[config.mk]
export PLATFORM = sky130hd
export DESIGN_NAME = serial_digit_alu_flat
export DESIGN_NICKNAME = d
export VERILOG_FILES = /design/src/rtl/serial_digit_alu_if.sv /design/src/rtl/serial_digit_alu.sv /design/src/flat_wrapper.sv
export SDC_FILE = /design/constraint.sdc
export NUM_CORES = 1
export LEC_CHECK = 0
export ABC_AREA = 1
export CAP_MARGIN = 20
export CORE_AREA = 2 2 67 50
export CTS_CLUSTER_SIZE = 8
export DETAILED_ROUTE_END_ITERATION = 8
export DIE_AREA = 0 0 69 52
export GPL_TIMING_DRIVEN = 1
export MAX_ROUTING_LAYER = met4
export PLACE_DENSITY = 0.87
export SKIP_LAST_GASP = 1
export SLEW_MARGIN = 0
export SYNTH_ARGS = -nofsm -noshare
export SYNTH_HDL_FRONTEND = slang
export SYNTH_SLANG_ARGS = --single-unit
[constraint.sdc]
create_clock -name clock -period 6.55 [get_ports clock]
set_clock_uncertainty 0.15 [all_clocks]
set_input_delay 1.965 -clock clock [delete_from_list [all_inputs] [get_ports clock]]
set_output_delay 1.965 -clock clock [all_outputs]
set_load 0.02 [all_outputs]
[src/rtl/serial_digit_alu_if.sv]
// serial_digit_alu_if
//   Bundles the command, operand stream, result stream and status signals of
//   the serial digit ALU. The master side is the host / core datapath that
//   issues commands and streams operand digits; the slave side is the ALU.
//
//   command : start, op, decimal, cin, num_digits, abort   (master -> slave)
//   status  : busy, done, carry_out, zero                   (slave -> master)
//   input   : in_valid, in_a, in_b (master -> slave), in_ready (slave -> master)
//   output  : out_valid, out_digit, out_last (slave -> master), out_ready (master -> slave)
interface serial_digit_alu_if #(
  parameter int DIGIT_W = 4,
  parameter int CNT_W   = 5
);
  logic               start;
  logic [1:0]         op;
  logic               decimal;
  logic               cin;
  logic [CNT_W-1:0]   num_digits;
  logic               abort;
  logic               busy;
  logic               in_valid;
  logic               in_ready;
  logic [DIGIT_W-1:0] in_a;
  logic [DIGIT_W-1:0] in_b;
  logic               out_valid;
  logic               out_ready;
  logic [DIGIT_W-1:0] out_digit;
  logic               out_last;
  logic               done;
  logic               carry_out;
  logic               zero;

  modport master (
    output start, op, decimal, cin, num_digits, abort,
    output in_valid, in_a, in_b, out_ready,
    input  busy, in_ready, out_valid, out_digit, out_last,
    input  done, carry_out, zero
  );

  modport slave (
    input  start, op, decimal, cin, num_digits, abort,
    input  in_valid, in_a, in_b, out_ready,
    output busy, in_ready, out_valid, out_digit, out_last,
    output done, carry_out, zero
  );
endinterface

[src/rtl/serial_digit_alu.sv]
// serial_digit_alu
//   Multi-digit sequential ALU. Operand digits stream in one pair per cycle,
//   the carry/borrow is chained across digits in a register, and one result
//   digit per accepted pair is presented on a single-entry output register.
//   Supports binary/BCD add and subtract and multi-digit rotate through carry.
//
//   Ports:
//     clock    : system clock, rising edge
//     reset_n  : asynchronous active-low reset
//     bus      : serial_digit_alu_if.slave (command, streams, status)
//
//   State table:
//     state  | meaning
//     IDLE   | waiting for start; status outputs hold the last result
//     RUN    | accepting operand digits and emitting result digits
//     FIN    | one-cycle completion; done is high, final carry/zero shown
module serial_digit_alu #(
  parameter int DIGIT_W    = 4,
  parameter int MAX_DIGITS = 16,
  parameter int CNT_W      = $clog2(MAX_DIGITS + 1)
) (
  input logic               clock,
  input logic               reset_n,
  serial_digit_alu_if.slave bus
);

  localparam logic [1:0] OP_ADD = 2'd0;
  localparam logic [1:0] OP_SUB = 2'd1;
  localparam logic [1:0] OP_ROL = 2'd2;

  // Two extra bits keep a + b + c (and the BCD +6 adjust) free of overflow.
  localparam int               SUM_W   = DIGIT_W + 2;
  localparam logic [CNT_W-1:0] MAX_CNT = CNT_W'(MAX_DIGITS);
  localparam logic             DEC_OK  = (DIGIT_W == 4);

  typedef enum logic [1:0] {
    S_IDLE = 2'd0,
    S_RUN  = 2'd1,
    S_FIN  = 2'd2
  } state_t;

  state_t state;
  state_t state_nxt;

  logic [1:0]         op_q;
  logic               dec_q;
  logic               carry_q;
  logic [CNT_W-1:0]   remaining;
  logic               zero_acc;
  logic               out_valid_q;
  logic               out_last_q;
  logic [DIGIT_W-1:0] out_digit_q;
  logic               carry_out_q;
  logic               zero_q;

  logic               busy_c;
  logic               done_c;
  logic               in_ready_c;
  logic               carry_out_c;
  logic               zero_c;

  logic [CNT_W-1:0]   len_clamped;
  logic               start_ok;
  logic               abort_run;
  logic               in_fire;
  logic               out_fire;
  logic               last_fire;
  logic               dec_en;

  logic [DIGIT_W-1:0] b_inv;
  logic [SUM_W-1:0]   b_term;
  logic [SUM_W-1:0]   sum;
  logic [SUM_W-1:0]   sum_adj;
  logic [DIGIT_W-1:0] dig_res;
  logic               c_res;

  assign len_clamped = (bus.num_digits > MAX_CNT) ? MAX_CNT : bus.num_digits;

  // abort has priority over a simultaneous start.
  assign start_ok  = (state == S_IDLE) && bus.start && !bus.abort;
  assign abort_run = bus.abort && (state != S_IDLE);
  assign in_fire   = bus.in_valid && in_ready_c;
  assign out_fire  = out_valid_q && bus.out_ready;
  assign last_fire = out_fire && out_last_q;

  // BCD mode only makes sense for 4-bit digits; wider or narrower is binary.
  assign dec_en = dec_q && DEC_OK;

  //--------------------------------------------------------------------------
  // Per-digit arithmetic on the incoming pair, using the chained carry.
  //--------------------------------------------------------------------------
  assign b_inv = ~bus.in_b;

  always_comb begin
    b_term  = '0;
    sum     = '0;
    sum_adj = '0;
    dig_res = '0;
    c_res   = carry_q;
    case (op_q)
      OP_ADD, OP_SUB: begin
        if (op_q == OP_ADD) begin
          b_term = SUM_W'(bus.in_b);
        end else if (dec_en) begin
          // Nine's complement for decimal subtract.
          b_term = SUM_W'(9) - SUM_W'(bus.in_b);
        end else begin
          b_term = SUM_W'(b_inv);
        end
        sum     = SUM_W'(bus.in_a) + b_term + SUM_W'(carry_q);
        sum_adj = sum + SUM_W'(6);
        if (dec_en) begin
          // Digits above 9 are not flagged; the adjust is applied blindly.
          if (sum > SUM_W'(9)) begin
            dig_res = sum_adj[DIGIT_W-1:0];
            c_res   = 1'b1;
          end else begin
            dig_res = sum[DIGIT_W-1:0];
            c_res   = 1'b0;
          end
        end else begin
          dig_res = sum[DIGIT_W-1:0];
          c_res   = sum[DIGIT_W];
        end
      end
      OP_ROL: begin
        dig_res = {bus.in_a[DIGIT_W-2:0], carry_q};
        c_res   = bus.in_a[DIGIT_W-1];
      end
      default: begin
        dig_res = {carry_q, bus.in_a[DIGIT_W-1:1]};
        c_res   = bus.in_a[0];
      end
    endcase
  end

  //--------------------------------------------------------------------------
  // FSM: state register
  //--------------------------------------------------------------------------
  always_ff @(posedge clock or negedge reset_n) begin
    if (!reset_n) begin
      state <= S_IDLE;
    end else begin
      state <= state_nxt;
    end
  end

  //--------------------------------------------------------------------------
  // FSM: next state
  //--------------------------------------------------------------------------
  always_comb begin
    state_nxt = state;
    case (state)
      S_IDLE: begin
        if (start_ok) begin
          state_nxt = (len_clamped == '0) ? S_FIN : S_RUN;
        end
      end
      S_RUN: begin
        if (bus.abort) begin
          state_nxt = S_IDLE;
        end else if (last_fire) begin
          state_nxt = S_FIN;
        end
      end
      S_FIN: begin
        state_nxt = S_IDLE;
      end
      default: begin
        state_nxt = S_IDLE;
      end
    endcase
  end

  //--------------------------------------------------------------------------
  // FSM: outputs
  //--------------------------------------------------------------------------
  always_comb begin
    busy_c      = (state != S_IDLE);
    done_c      = (state == S_FIN) && !bus.abort;
    in_ready_c  = (state == S_RUN) && (remaining != '0) &&
                  (!out_valid_q || bus.out_ready);
    // During the done cycle the live result is shown; it is committed to the
    // held registers on the way back to IDLE so an abort can discard it.
    carry_out_c = done_c ? carry_q  : carry_out_q;
    zero_c      = done_c ? zero_acc : zero_q;
  end

  //--------------------------------------------------------------------------
  // Datapath registers
  //--------------------------------------------------------------------------
  always_ff @(posedge clock or negedge reset_n) begin
    if (!reset_n) begin
      op_q        <= OP_ADD;
      dec_q       <= 1'b0;
      carry_q     <= 1'b0;
      remaining   <= '0;
      zero_acc    <= 1'b1;
      out_valid_q <= 1'b0;
      out_last_q  <= 1'b0;
      out_digit_q <= '0;
      carry_out_q <= 1'b0;
      zero_q      <= 1'b1;
    end else begin
      if (start_ok) begin
        op_q        <= bus.op;
        dec_q       <= bus.decimal;
        carry_q     <= bus.cin;
        remaining   <= len_clamped;
        zero_acc    <= 1'b1;
        out_valid_q <= 1'b0;
        out_last_q  <= 1'b0;
      end else if (abort_run) begin
        remaining   <= '0;
        out_valid_q <= 1'b0;
        out_last_q  <= 1'b0;
      end else if (state == S_RUN) begin
        if (in_fire) begin
          // An accept always frees or refills the single output slot.
          out_digit_q <= dig_res;
          out_valid_q <= 1'b1;
          out_last_q  <= (remaining == CNT_W'(1));
          remaining   <= remaining - CNT_W'(1);
          carry_q     <= c_res;
          zero_acc    <= zero_acc & (dig_res == '0);
        end else if (out_fire) begin
          out_valid_q <= 1'b0;
          out_last_q  <= 1'b0;
        end
      end

      if (done_c) begin
        carry_out_q <= carry_q;
        zero_q      <= zero_acc;
      end
    end
  end

  assign bus.busy      = busy_c;
  assign bus.done      = done_c;
  assign bus.in_ready  = in_ready_c;
  assign bus.out_valid = out_valid_q;
  assign bus.out_digit = out_digit_q;
  assign bus.out_last  = out_valid_q && out_last_q;
  assign bus.carry_out = carry_out_c;
  assign bus.zero      = zero_c;

endmodule
[src/flat_wrapper.sv]
// flat-port wrapper written by rule: the top's interface ports become plain ports
module serial_digit_alu_flat 
#(
  parameter int DIGIT_W    = 4,
  parameter int MAX_DIGITS = 16,
  parameter int CNT_W      = $clog2(MAX_DIGITS + 1)
)
  (clock, reset_n, bus_start, bus_op, bus_decimal, bus_cin, bus_num_digits, bus_abort, bus_in_valid, bus_in_a, bus_in_b, bus_out_ready, bus_busy, bus_in_ready, bus_out_valid, bus_out_digit, bus_out_last, bus_done, bus_carry_out, bus_zero);
  serial_digit_alu_if #(.DIGIT_W(DIGIT_W), .CNT_W(CNT_W)) bus_i ();
  input logic clock;
  input logic reset_n;
  input wire logic [$bits(bus_i.start)-1:0] bus_start;
  input wire logic [$bits(bus_i.op)-1:0] bus_op;
  input wire logic [$bits(bus_i.decimal)-1:0] bus_decimal;
  input wire logic [$bits(bus_i.cin)-1:0] bus_cin;
  input wire logic [$bits(bus_i.num_digits)-1:0] bus_num_digits;
  input wire logic [$bits(bus_i.abort)-1:0] bus_abort;
  input wire logic [$bits(bus_i.in_valid)-1:0] bus_in_valid;
  input wire logic [$bits(bus_i.in_a)-1:0] bus_in_a;
  input wire logic [$bits(bus_i.in_b)-1:0] bus_in_b;
  input wire logic [$bits(bus_i.out_ready)-1:0] bus_out_ready;
  output wire logic [$bits(bus_i.busy)-1:0] bus_busy;
  output wire logic [$bits(bus_i.in_ready)-1:0] bus_in_ready;
  output wire logic [$bits(bus_i.out_valid)-1:0] bus_out_valid;
  output wire logic [$bits(bus_i.out_digit)-1:0] bus_out_digit;
  output wire logic [$bits(bus_i.out_last)-1:0] bus_out_last;
  output wire logic [$bits(bus_i.done)-1:0] bus_done;
  output wire logic [$bits(bus_i.carry_out)-1:0] bus_carry_out;
  output wire logic [$bits(bus_i.zero)-1:0] bus_zero;
  assign bus_i.start = bus_start;
  assign bus_i.op = bus_op;
  assign bus_i.decimal = bus_decimal;
  assign bus_i.cin = bus_cin;
  assign bus_i.num_digits = bus_num_digits;
  assign bus_i.abort = bus_abort;
  assign bus_i.in_valid = bus_in_valid;
  assign bus_i.in_a = bus_in_a;
  assign bus_i.in_b = bus_in_b;
  assign bus_i.out_ready = bus_out_ready;
  assign bus_busy = bus_i.busy;
  assign bus_in_ready = bus_i.in_ready;
  assign bus_out_valid = bus_i.out_valid;
  assign bus_out_digit = bus_i.out_digit;
  assign bus_out_last = bus_i.out_last;
  assign bus_done = bus_i.done;
  assign bus_carry_out = bus_i.carry_out;
  assign bus_zero = bus_i.zero;
  serial_digit_alu #(.DIGIT_W(DIGIT_W), .MAX_DIGITS(MAX_DIGITS), .CNT_W(CNT_W)) u_core (.clock(clock), .reset_n(reset_n), .bus(bus_i));
endmodule
==> key figures, run 1 <==
CTS
  – Clock root buffer: clkbuf_8
  – Total setup buffers inserted after CTS: 0
  – Resized cells post-CTS: 0
  – CTS buffer count: 3
  – Skew-Pair Late Insertion Delay: 0.27 ns
  – CTS tree: done
  – Clock tree sinks: 20
  – Bufs on Longest Clock Path: 2
  – CTS Hold Bufs: 0
  – Clock transition at path regs: 0.08 ns
  – H-tree depth: 1

Global route
  – GRT Util Overall: 0.212
  – Antenna violations before repair: 0
  – Largest net degree at the start of global routing: 21
  – Vias in the first global route: 1282
  – First-pass GRT wire length: 5840 um
  – GRT overflow: 0

Worst setup path
  – Critical Path End Type: output pin
  – Worst-path cell chain: clkdlybuf4s50_1 > nor3_1 > inv_1 > o21ai_0 > clkdlybuf4s50_1
  – WP data required: 4.43 ns
  – Slowest CP cell: clkdlybuf4s50_1
  – Worst path most repeated cell: clkdlybuf4s50_1
  – Crit path kind: input port to output pin
  – Slowest cell delay on critical path: 0.65 ns
  – Worst Reg-to-Reg Cells: 18
  – Largest fanout on the critical path: 4
  – CP arrival: 3.74 ns
  – CP startpoint kind: input port

Floorplanning
  – Row count: 17
  – Core Box Area: 0.00298 mm2
  – Die Ht: 52 um
  – Die X: 69 um
  – Initial Util: 0.512
  – # IOs: 34
  – DIE AREA: 0.00359 mm2

Placement
  – GP Congestion: 0.870
  – Post-DP Area: 0.00189 mm2
  – Final HPWL DP: 2630 um
  – Port Buffer Count: 33
  – Pre-CTS WS: 0.685 ns

Routing
  – Drt via density: 5.05
  – Pre-antenna DRT Iters: 4
  – Iter 0 DRT Violations: 133
  – DRC viols: 0
  – WL per Instance: 11.4 um
  – Vias: 1428
  – Routed WL: 3230 um
  – Antenna viol nets, final: 0

STA
  – Total negative slack: 0 ns
  – Final WS setup: 0.691 ns
  – Hold Worst Slack: 0.319 ns
  – Count of final setup violators: 0
  – Slew @ Worst Pin: 0.901 ns
  – Fmax: 171 MHz
  – RSZ-0062 raised after global routing: false
  – Slew HR: 0.398
  – Slew Viols, Final: 0
  – Final Cycle Share: 0.894
  – Crit path time final: 5.86 ns
  – Hold Vio Cnt, Final: 0

Layout
  – Diodes inserted: 0
  – Layout area overhead: 28.6%
  – Fillers: 260
  – Post-route cell area: 0.00196 mm2
  – FF/Latch Area: 503 um2
  – Final Net Count: 279
  – Share of layout cells above drive strength 1: 0.0939
  – Multi-input logic area: 852 um2

Power
  – Post-layout power: 797 uW
  – Seq pwr share: 0.268
  – Power Density: 406 mW/mm2
  – Sw frac: 0.435
  – Psw: 347 uW
  – Combinational share of power: 0.573
  – Leakage power: 0.954 nW
  – Clock network fraction of total power: 0.159
  – Max VDD drop: 191 uV
  – Internal Dissipation: 450 uW

Worst hold path
  – Worst Hold Path Cells: 2
  – Min-Delay Path Class: flip-flop to flip-flop

Synthesis
  – Sequential area share after synthesis: 0.330
  – Syn nets: 243
  – Syn Inst Count: 210
  – Post-synth EDFFs: 0
  – Syn avg cell area: 7.26 um2
  – Synth Register Bits: 20
  – Async set-or-reset flop fraction in the synthesized netlist: 1.00
  – Synth Flop Type: dfrtp_1
  – Cell area after synthesis: 0.00153 mm2
  – Synthesis warning total: 0
  – Netlist cell types: 32

Flow run
  – Max_cap viols: 0

Outcome
  – Status: completed
==> Yosys cell counts, drive strengths merged, types with 2 or more instances <==
cell type,count,area share
a31oi,4,0.021
buf,2,0.0082
dfrtp,18,0.30
dfstp,2,0.034
fa,2,0.026
ha,8,0.066
inv,42,0.10
nand2,52,0.13
nand3,14,0.057
nand4,3,0.012
nor2,20,0.067
nor3,4,0.013
o211ai,2,0.0098
o21ai,17,0.056
o22ai,7,0.029
xnor2,3,0.017
xor2,4,0.023
==> power by group through the flow <==
| stage | sequential [mW] | clock [mW] | combinational, mW |
|---|---|---|---|
| after CTS | 0.213 | 0.128 | 0.460 |
| after floorplan | 0.221 | 0 | 0.325 |
| final | 0.213 | 0.127 | 0.457 |
| after global routing | 0.220 | 0.134 | 0.526 |
| after detailed placement | 0.215 | 0 | 0.457 |
| after global placement | 0.212 | 0 | 0.446 |
==> worst max-delay path, delay by kind of cell <==
| family | cells | cell delay, ns |
|---|---|---|
| simple gates | 1 | 0.31 |
| compound gates | 1 | 0.23 |
| buf+inv | 3 | 1.23 |
==> layout make-up <==
type	instances	share of cell area
Clock buffer	3	0.0210
Clock inverter	1	0.0153
Inverter	42	0.0804
Multi-Input combinational cell	146	0.434
Sequential cell	20	0.256
Tap cell	38	0.0242
Timing Repair Buffer	33	0.168
==> state kept, by name (all words and copies together), names as in the netlist <==
register              cells
u_core.remaining          5
u_core.bus.out_digit      4
u_core.op_q               2
u_core.state              2
u_core.bus.out_valid      1
u_core.carry_out_q        1
u_core.carry_q            1
u_core.dec_en             1
u_core.out_last_q         1
u_core.zero_acc           1
u_core.zero_q             1
==> through the flow <==
step	utilization	cells
2_1_floorplan	-	210
3_3_place_gp	0.635	279
4_1_cts	0.659	283
3_5_place_dp	0.635	279
5_1_grt	0.659	283
6_report	0.659	283
==> layer usage <==
layer / vias up / share of wire / GRT usage
met5: - / 0 / -
met3: 4 / 0.042 / 0.0465
met4: 0 / 0.0087 / 0.0588
met2: 28 / 0.44 / 0.329
li1: 747 / - / -
met1: 649 / 0.51 / 0.283
==> logic make-up (layout without fill, tap and decap cells) <==
kind of cell | Yosys count | count (layout) | synth area share
and+or+nand+nor | 93 | 93 | 0.283
buffers and inverters | 44 | 79 | 0.112
AOI/OAI and AO/OA | 36 | 36 | 0.144
DFF | 20 | 20 | 0.330
adders and majority gates | 10 | 10 | 0.0919
xor gates and xnor gates | 7 | 7 | 0.0402
==> placed cells by master (no fill, tap or decap), drive strengths merged, types with 4 or more instances in the layout <==
cell / count
ha: 8
dfrtp: 18
inv: 42
a31oi: 4
nor2: 20
nand3: 14
xor2: 4
clkdlybuf4s50: 33
nand2: 52
nor3: 4
o21ai: 17
o22ai: 7
==> worst paths after layout <==
path	slack (ns)	endpoint	start
max reg2reg	3.63	u_core.zero_acc$_DFFE_PN1P_	u_core.op_q[1]$_DFFE_PN0P_
max in group asynchronous	3.65	u_core.carry_q$_DFFE_PN0P_	reset_n
min in group asynchronous	2.05	u_core.remaining[0]$_DFFE_PN0P_	reset_n
max	0.69	bus_carry_out	bus_abort
min reg2reg	0.32	u_core.zero_acc$_DFFE_PN1P_	u_core.zero_acc$_DFFE_PN1P_
min	0.32	u_core.zero_acc$_DFFE_PN1P_	u_core.zero_acc$_DFFE_PN1P_
No activity file was read; power rests on OpenSTA's default activity.
==> run 2: changes to the inputs <==
- SLEW_MARGIN: 0 -> unset
==> results of run 2 <==
Final layout, timing and power as in run 1 (identical DEF).
==> run 3: changes to the inputs <==
- SKIP_LAST_GASP: 1 -> unset
==> results of run 3 <==
Final layout, timing and power as in run 1 (identical DEF).
